[src/rtl/reg_dump.sv]
// reg_dump: streams registers lo_addr..hi_addr (wrapping) of an external register file as ready/valid beats.
// Define REG_DUMP_CHECKSUM_EN to append a trailing XOR-checksum beat after the hi_addr register beat.
module reg_dump #(
    parameter int pw = 3
) (
    input  logic          clk,
    input  logic          reset,
    input  logic          start,
    input  logic [pw-1:0] lo_addr,
    input  logic [pw-1:0] hi_addr,
    output logic [pw-1:0] rd_addr,
    input  logic [7:0]    rd_dat,
    output logic [7:0]    out_dat,
    output logic [pw-1:0] out_addr,
    output logic          out_valid,
    input  logic          out_ready,
    output logic          out_last,
    output logic          busy,
    output logic          done
);

    typedef enum logic [2:0] {
        S_IDLE = 3'd0,
        S_LOAD = 3'd1,
        S_SEND = 3'd2,
        S_CSUM = 3'd3,
        S_DONE = 3'd4
    } state_t;

    state_t        state_q;
    logic [pw-1:0] addr_q;
    logic [pw-1:0] hi_q;
    logic [7:0]    out_dat_q;
    logic [pw-1:0] out_addr_q;
    logic          out_valid_q;
    logic          out_last_q;
    logic          busy_q;
    logic          done_q;
    logic [pw-1:0] addr_d;
    logic          at_hi_s;
`ifdef REG_DUMP_CHECKSUM_EN
    logic [7:0]    csum_q;
    logic [7:0]    csum_d;

    assign csum_d = csum_q ^ out_dat_q;
`endif

    // Next address wraps naturally at 2**pw.
    assign addr_d  = addr_q + pw'(1);
    assign at_hi_s = (addr_q == hi_q);

    assign rd_addr   = addr_q;
    assign out_dat   = out_dat_q;
    assign out_addr  = out_addr_q;
    assign out_valid = out_valid_q;
    assign out_last  = out_last_q;
    assign busy      = busy_q;
    assign done      = done_q;

    // Dump sequencer: state, address walk, checksum and all registered outputs.
    always_ff @(posedge clk) begin
        if (reset) begin
            state_q     <= S_IDLE;
            addr_q      <= '0;
            hi_q        <= '0;
            out_dat_q   <= 8'h00;
            out_addr_q  <= '0;
            out_valid_q <= 1'b0;
            out_last_q  <= 1'b0;
            busy_q      <= 1'b0;
            done_q      <= 1'b0;
`ifdef REG_DUMP_CHECKSUM_EN
            csum_q      <= 8'h00;
`endif
        end else begin
            case (state_q)
                S_IDLE: begin
                    if (start) begin
                        addr_q  <= lo_addr;
                        hi_q    <= hi_addr;
                        busy_q  <= 1'b1;
                        state_q <= S_LOAD;
`ifdef REG_DUMP_CHECKSUM_EN
                        csum_q  <= 8'h00;
`endif
                    end
                end
                S_LOAD: begin
                    out_dat_q   <= rd_dat;
                    out_addr_q  <= addr_q;
                    out_valid_q <= 1'b1;
`ifdef REG_DUMP_CHECKSUM_EN
                    out_last_q  <= 1'b0;
`else
                    out_last_q  <= at_hi_s;
`endif
                    state_q     <= S_SEND;
                end
                S_SEND: begin
                    if (out_ready) begin
                        if (at_hi_s) begin
`ifdef REG_DUMP_CHECKSUM_EN
                            // Checksum beat reuses the output registers; valid stays high.
                            csum_q     <= csum_d;
                            out_dat_q  <= csum_d;
                            out_addr_q <= '0;
                            out_last_q <= 1'b1;
                            state_q    <= S_CSUM;
`else
                            out_valid_q <= 1'b0;
                            out_last_q  <= 1'b0;
                            done_q      <= 1'b1;
                            state_q     <= S_DONE;
`endif
                        end else begin
`ifdef REG_DUMP_CHECKSUM_EN
                            csum_q <= csum_d;
`endif
                            addr_q      <= addr_d;
                            out_valid_q <= 1'b0;
                            state_q     <= S_LOAD;
                        end
                    end
                end
`ifdef REG_DUMP_CHECKSUM_EN
                S_CSUM: begin
                    if (out_ready) begin
                        out_valid_q <= 1'b0;
                        out_last_q  <= 1'b0;
                        done_q      <= 1'b1;
                        state_q     <= S_DONE;
                    end
                end
`endif
                S_DONE: begin
                    done_q  <= 1'b0;
                    busy_q  <= 1'b0;
                    state_q <= S_IDLE;
                end
                default: begin
                    out_valid_q <= 1'b0;
                    out_last_q  <= 1'b0;
                    busy_q      <= 1'b0;
                    done_q      <= 1'b0;
                    state_q     <= S_IDLE;
                end
            endcase
        end
    end

endmodule
[config.mk]
export PLATFORM = sky130hd
export DESIGN_NAME = reg_dump
export DESIGN_NICKNAME = d
export VERILOG_FILES = /design/src/rtl/reg_dump.sv
export SDC_FILE = /design/constraint.sdc
export NUM_CORES = 1
export LEC_CHECK = 0
export BUFFER_PORTS_ARGS = -buffer_cell sky130_fd_sc_hd__buf_2
export CAP_MARGIN = 25
export CORE_ASPECT_RATIO = 0.8
export CORE_MARGIN = 4
export CORE_UTILIZATION = 43
export DETAILED_ROUTE_END_ITERATION = 16
export GPL_TIMING_DRIVEN = 0
export PLACE_DENSITY = 0.72
export SLEW_MARGIN = 20
export SYNTH_ARGS = -nofsm -noshare
export SYNTH_HDL_FRONTEND = slang
export SYNTH_SLANG_ARGS = --single-unit
[constraint.sdc]
create_clock -name clk -period 1.45 [get_ports clk]
set_clock_uncertainty 0.05 [all_clocks]
set_input_delay 0.29 -clock clk [delete_from_list [all_inputs] [get_ports clk]]
set_output_delay 0.29 -clock clk [all_outputs]
set_load 0.1 [all_outputs]
==> key figures, run 1 <==
Clock tree
  – Worst-skew pair later-pin latency: between 0.3 and 0.4 ns
  – Clock transition at the registers of the reported paths: 0.14 ns
  – CTS tree: yes
  – Root buffer cell: clkbuf_4
  – Number of hold-repair buffers added at the cts stage: 0
  – Clock Sinks: 24
  – Number of CTS-inserted buffers: 3
  – CTS Buffer Depth: 2
  – CTS H-Tree Depth: 1

Synth
  – Count of state elements after synthesis: 24
  – Syn Std Cell Area: between 1000 and 1500 um^2
  – Distinct cells, synth: 35
  – Post-synthesis adder-cell area fraction: 1.17%
  – Total of warnings raised by yosys: 0
  – Prevailing post-synth register cell: dfxtp_1
  – Synth Area in Compound Gates: 24.5%
  – Post-synth ARST share: 0%
  – Post-Synth Simple-Gate Area: 20.1%
  – Fraction of synthesized cell area in xor and xnor cells: 2.46%
  – Synth Net Count: between 100 and 150
  – Number of synthesized flops with an enable pin: 0
  – Sequential-to-total area share from yosys stat: 45.1%
  – Main combinational cell family by area after synthesis: compound AO/OA/AOI/OAI gates
  – Synth Area per Inst: 8.60 um^2
  – Cells after Synth: around 120
  – Multiplexer share of the synthesized area: 1.06%

STA
  – Accumulated negative setup slack: 0 ns
  – Worst-case headroom to the max-slew limit: 64.2%
  – Transition time of the tightest slew-check pin: about 0.54 ns
  – Tcrit/Tclk final: 98.9%
  – # setup viols final: 0
  – Max frequency: approximately 700 MHz
  – Fin. max-slew vios: 0
  – Hold Violations, Final: 0
  – Least setup slack across all paths after layout: 0.0154 ns
  – RSZ-0062 raised after global routing: yes
  – Final Critical Period: 1.43 ns

Placed design
  – Count of placed standard cells including taps: about 180
  – Final RePlAce weighted congestion: 0.908
  – Post-place setup slack: -0.149 ns
  – Number of buffers inserted by port buffering: 35
  – Final HPWL from detailed placement: between 2 and 2.5 mm

Power
  – Fraction of power spent switching nets: 40.1%
  – Clock share of power: 18.1%
  – Static leakage: ~0.61 nW
  – Comb power frac: 36.8%
  – Switching Power: 0.682 mW
  – Max VDD drop: 0.577 mV
  – Reg power frac: 45.1%
  – Design Power: 1.70 mW
  – Internal power of the cells: 1.02 mW
  – Power per cell area: 1110 nW/um^2

Final layout
  – Nets: 187
  – Area Growth Syn to Fin: 43.1%
  – Count of placed standard cells in the final layout, fillers left out: 192
  – Layout cell share with drive strength beyond 1: 43.7%
  – Number of diodes added for antenna fixing: 0

Routing
  – DRC violation total after the first TritonRoute iteration: 29
  – Final wirelength: 2.92 mm
  – Remaining routing DRC violations: 0
  – Detailed-router iteration count before antenna repair: 4
  – Number of nets with antenna violations after routing: 0
  – Routed length per instance: 15.2 um
  – Number of vias per cell: approximately 5.4
  – Vias: roughly 1000

Floorplanning
  – Core ar.: around 2300 um^2
  – Number of core rows: 15
  – Starting utilization of the core area: 47.3%
  – Die outline width: 63.7 um
  – I/O pin total: 36
  – Vertical die dimension: 52.5 um
  – Area enclosed by the die boundary: ~3300 um^2

GRT
  – Global-route wire length before repair: approximately 4.6 mm
  – Initial antenna violation count: 0
  – Via count of the first global-routing pass: roughly 1000
  – Total global-route track usage: 17.7%
  – Maximum number of pins on one net before global-route repair: 14
  – Total global routing overflow: 0

Flow run
  – Maximum capacitance violations: 0

Critical path
  – Worst EP arrival: 1.59 ns
  – Worst-path fanout max: 10
  – Startpoint types: flip-flop
  – Type of the worst setup path: flip-flop to flip-flop
  – Endpoint class of the critical path: flip-flop
  – Endpoint required time on the critical path: around 1.6 ns

Hold path
  – Class of the tightest hold or removal check: primary input to flip-flop

Run status
  – Outcome: finished, final reports clean
## cells in the mapped netlist, types with 2 or more instances
cell       n  area (um^2)
o221a_2    2         22.5
nand2b_1   2         12.5
a211oi_1   2         15.0
nor2b_1    2         12.5
a21oi_1   17         85.1
nand2_1   27          101
buf_2      3         15.0
nor2_1     7         26.3
xnor2_1    3         26.3
clkbuf_1   2         7.51
a31oi_1    2         12.5
o21ai_0    5         25.0
inv_1      5         18.8
dfxtp_1   24          480
## layout make-up
class	count	area, um^2
Clock buffer	4	26.3
Timing Repair Buffer	40	263
Buffer	6	46.3
Fill cell	185	727
Tap cell	25	31.3
Sequential cell	24	497
Multi-Input combinational cell	88	643
Inverter	5	18.8
## sequential cells by signal, summed over array words and instances, names as in the netlist
| register | cells |
|---|---|
| state_q | 3 |
| out_dat | 8 |
| out_last | 1 |
| rd_addr | 3 |
| hi_q | 3 |
| out_addr | 3 |
| busy | 1 |
| done | 1 |
| out_valid | 1 |
## worst max-delay path, cell delays in order, from the launching register on
cell and delay, ns:
dfxtp_1 0.34, buf_6 0.14, nor3b_4 0.22, mux2_4 0.33, a211oi_2 0.16, a211oi_1 0.08
## power groups by stage
stage / Clock (mW) / Combinational [mW] / Sequential (mW)
2_1_floorplan: 0 / 0.189 / 1.01
3_3_place_gp: 0 / 0.533 / 0.764
3_5_place_dp: 0 / 0.543 / 0.767
4_1_cts: 0.309 / 0.564 / 0.753
5_1_grt: 0.347 / 0.657 / 0.775
6_report: 0.308 / 0.625 / 0.766
## logic make-up (layout without fill, tap and decap cells)
group                      count (synthesis)  count (layout)
xor gates and xnor gates                   3               3
and+or+nand+nor                           46              46
adders and majority gates                  1               1
DFF                                       24              24
muxes                                      1               1
buffers and inverters                     12              55
AOI/OAI and AO/OA                         37              37
## through the flow
step                      hold WS [ns]  util [%]  area [um^2]
after floorplan                  0.308         -         1110
after global placement           0.389      58.7         1320
after detailed placement         0.398      58.7         1320
after CTS                        0.134      61.6         1390
after global routing             0.131      67.7         1530
final                            0.127      67.7         1530
## per-layer routing
layer | GRT usage [%] | part of all wire, %
met5 | 0 | 0
met4 | 5.02 | 0.86
met3 | 6.01 | 5.6
met2 | 30.5 | 50
met1 | 21.0 | 44
## timing repair
action	4_1_cts	5_1_grt
buffers inserted	1	5
cloned	0	0
endpoints found under the hold margin	0	0
gates resized for setup	11	27
pin swaps	0	7
setup endpoints to repair	8	24
## layout by cell type (no fill, tap or decap), drive strengths merged
master	Yosys	routed
a2111oi	1	1
a211oi	2	2
a21o	1	1
a21oi	17	17
a221oi	1	1
a2bb2oi	1	1
a31o	1	1
a31oi	2	2
and2	1	1
buf	5	34
clkbuf	2	16
dfxtp	24	24
ha	1	1
inv	5	5
mux2	1	1
nand2	27	27
nand2b	2	2
nand3	1	1
nand3b	1	1
nand4	1	1
nor2	7	7
nor2b	2	2
nor3	1	1
nor3b	1	1
nor4	1	1
o211ai	1	1
o21ai	6	6
o21ba	1	1
o221a	3	3
or2	1	1
xnor2	3	3
## worst paths after layout
kind	startpoint	endpoint	slack [ns]	cells past startpoint
hold / removal	rd_dat[7]	out_dat[7]	0.13	3
setup / recovery	state_q[0]	rd_addr[1]	0.02	5
setup reg to reg	state_q[0]	rd_addr[1]	0.02	5
hold reg to reg	out_addr[2]	out_addr[2]	0.42	2
No activity file was read; power rests on OpenSTA's default activity.
==> run 2, diff against run 1 <==
--- a/config.mk
+++ b/config.mk
@@ -13,6 +13,7 @@
 export DETAILED_ROUTE_END_ITERATION = 16
 export GPL_TIMING_DRIVEN = 0
 export PLACE_DENSITY = 0.72
+export SETUP_SLACK_MARGIN = 0.2
 export SLEW_MARGIN = 20
 export SYNTH_ARGS = -nofsm -noshare
 export SYNTH_HDL_FRONTEND = slang
==> key figures, run 2 (synthesis results as in run 1) <==
Final layout
  – Number of flip-flops under the largest register name: 8 (unchanged)
  – Area Growth Syn to Fin: 89.9%
  – Layout cell share with drive strength beyond 1: 69.4% (+26 points)
  – Nets: 206 (+10%)
  – Layout Cell Area excl Fill: 2020 um^2 (+33%)
  – Count of placed standard cells in the final layout, fillers left out: 211 (+9.9%)
  – Most frequent standard cell in the layout excluding fill and tap cells: nand2_1
  – Filler Cells Inserted: 86 (-54%)
  – Most frequent cells in the layout: nand2_1 (19), dfxtp_2 (18), buf_2 (17)
  – Utilization of the core after routing: 89.9% (+22 points)
  – Number of diodes added for antenna fixing: 0 (unchanged)

Clock tree
  – Root buffer cell: clkbuf_4
  – Clock transition at the registers of the reported paths: 0.15 ns (about the same)
  – CTS H-Tree Depth: 1 (unchanged)
  – Number of CTS-inserted buffers: 3 (unchanged)
  – Clock Sinks: 24 (unchanged)
  – CTS tree: yes
  – Worst-skew pair later-pin latency: 0.34 ns (about the same)
  – Number of hold-repair buffers added at the cts stage: 0 (unchanged)
  – CTS Buffer Depth: 2 (unchanged)

Floorplanning
  – Die outline width: 63.7 um (unchanged)
  – I/O pin total: 36 (unchanged)
  – Vertical die dimension: 52.5 um (unchanged)
  – Number of core rows: 15 (unchanged)
  – Starting utilization of the core area: 47.3% (unchanged)
  – Core ar.: 2250 um^2 (unchanged)
  – Area enclosed by the die boundary: 3340 um^2 (unchanged)

STA
  – Least setup slack across all paths after layout: -0.0752 ns (-0.0906 ns)
  – Max frequency: 656 MHz (-5.9%)
  – Worst-case headroom to the max-slew limit: 55.0% (-9.2 points)
  – Fin. max-slew vios: 0 (unchanged)
  – Tcrit/Tclk final: 105% (+6.2 points)
  – Final Critical Period: 1.53 ns (+0.0906 ns)
  – # setup viols final: 4 (+4)
  – RSZ-0062 raised after global routing: yes
  – Transition time of the tightest slew-check pin: 0.676 ns (+0.138 ns)
  – Hold Violations, Final: 0 (unchanged)

Placed design
  – Final RePlAce weighted congestion: 0.890 (-1.9%)
  – Number of buffers inserted by port buffering: 35 (unchanged)
  – Post-place setup slack: -0.0770 ns (+0.0724 ns)
  – Placed Instance Area: 1380 um^2 (+4.4%)
  – Count of placed standard cells including taps: 184 (unchanged)
  – Final HPWL from detailed placement: 2.01 mm (-0.33%)

Routing
  – Number of vias per cell: 5.70 (+4.7%)
  – DRC violation total after the first TritonRoute iteration: 61 (+110%)
  – Remaining routing DRC violations: 0 (unchanged)
  – Final wirelength: 4.28 mm (+47%)
  – Routed length per instance: 20.3 um (+33%)
  – Number of nets with antenna violations after routing: 0 (unchanged)
  – Detailed-router iteration count before antenna repair: 4 (unchanged)
  – Vias: 1202 (+15%)

Flow run
  – Maximum capacitance violations: 0 (unchanged)

GRT
  – Via count of the first global-routing pass: 1050 (+2.1%)
  – Global-route wire length before repair: 4.74 mm (+3.5%)
  – Maximum number of pins on one net before global-route repair: 14 (unchanged)
  – Total global-route track usage: 18.5% (+0.79 points)
  – Initial antenna violation count: 0 (unchanged)
  – Total global routing overflow: 0 (unchanged)

Run status
  – Violated checks: setup timing
  – Outcome: complete, but fails checks

Hold path
  – Number of cells on the worst hold path: 3 (unchanged)
  – Class of the tightest hold or removal check: primary input to flip-flop

Critical path
  – Worst EP arrival: 1.72 ns (+0.13 ns)
  – R2R depth: 4 (-1)
  – Endpoint required time on the critical path: 1.65 ns (+0.04 ns)
  – Startpoint types: flip-flop
  – Type of the worst setup path: flip-flop to flip-flop
  – Worst-path fanout max: 6 (-4)
  – Endpoint class of the critical path: flip-flop

Power
  – Static leakage: 0.819 nW (+34%)
  – Max VDD drop: 0.965 mV (+67%)
  – Power per cell area: 994 nW/um^2 (-11%)
  – Design Power: 2.01 mW (+18%)
==> run 2: changes by cell type in the layout (fill, tap and decap cells not counted), moves of 5 or more <==
cell,change
dfxtp_2,+14
nand2_2,+5
dfxtp_1,-17
buf_12,+12
buf_4,+5
a21oi_2,+7
buf_8,+6
buf_6,+8
nand2_1,-8
a21oi_1,-7
clkbuf_4,-10
==> run 2: final timing paths <==
check                           startpoint         end  slack [ns]
worst min register to register  out_dat[2]  out_dat[2]        0.43
worst max-delay path            rd_addr[0]  rd_addr[2]       -0.08
worst max register to register  rd_addr[0]  rd_addr[2]       -0.08
worst min-delay path             rd_dat[4]  out_dat[4]        0.12
==> run 2: where the power goes <==
group / internal [mW] / switching [mW]
sequential: 0.713 / 0.0701
combinational: 0.391 / 0.514
clock: 0.108 / 0.215
total: 1.21 / 0.799
==> run 2: routing by layer <==
layer  up-vias  part of all wire (%)  GRT usage [%]  wire, um
met5         -                     0              0         0
met4         0                   2.1           4.30        88
met3        11                   6.6           6.01       281
met2        52                    49           33.4      2110
met1       583                    42           21.3      1800
li1        556                     -              -         -
==> run 2: metrics by stage <==
step	setup TNS, ns	hold slack (ns)
floorplan	-0.0276	0.308
global placement	-0.0725	0.387
detailed placement	-0.0811	0.392
CTS	0	0.127
global route	-0.375	0.121
finish	-0.177	0.124
==> run 2: area by class of cell <==
| class | count | area (um^2) | share of cell area (%) |
|---|---|---|---|
| Inverter | 5 | 18.8 | 0.927 |
| Multi-Input combinational cell | 88 | 741 | 36.6 |
| Clock buffer | 4 | 26.3 | 1.30 |
| Buffer | 7 | 67.6 | 3.34 |
| Timing Repair Buffer | 58 | 614 | 30.3 |
| Sequential cell | 24 | 526 | 26.0 |
| Tap cell | 25 | 31.3 | 1.55 |
==> run 2: critical path, cell delays in order (launching register included) <==
cell and delay, ns:
dfxtp_4 0.43, xnor2_4 0.26, a31oi_2 0.18, o221a_2 0.27, o221a_2 0.24
==> run 2: repair_timing <==
action	CTS	global route
pin swaps	12	18
gates resized for setup	66	62
endpoints found under the setup margin	38	37
gates cloned	0	1
buffers inserted	14	8
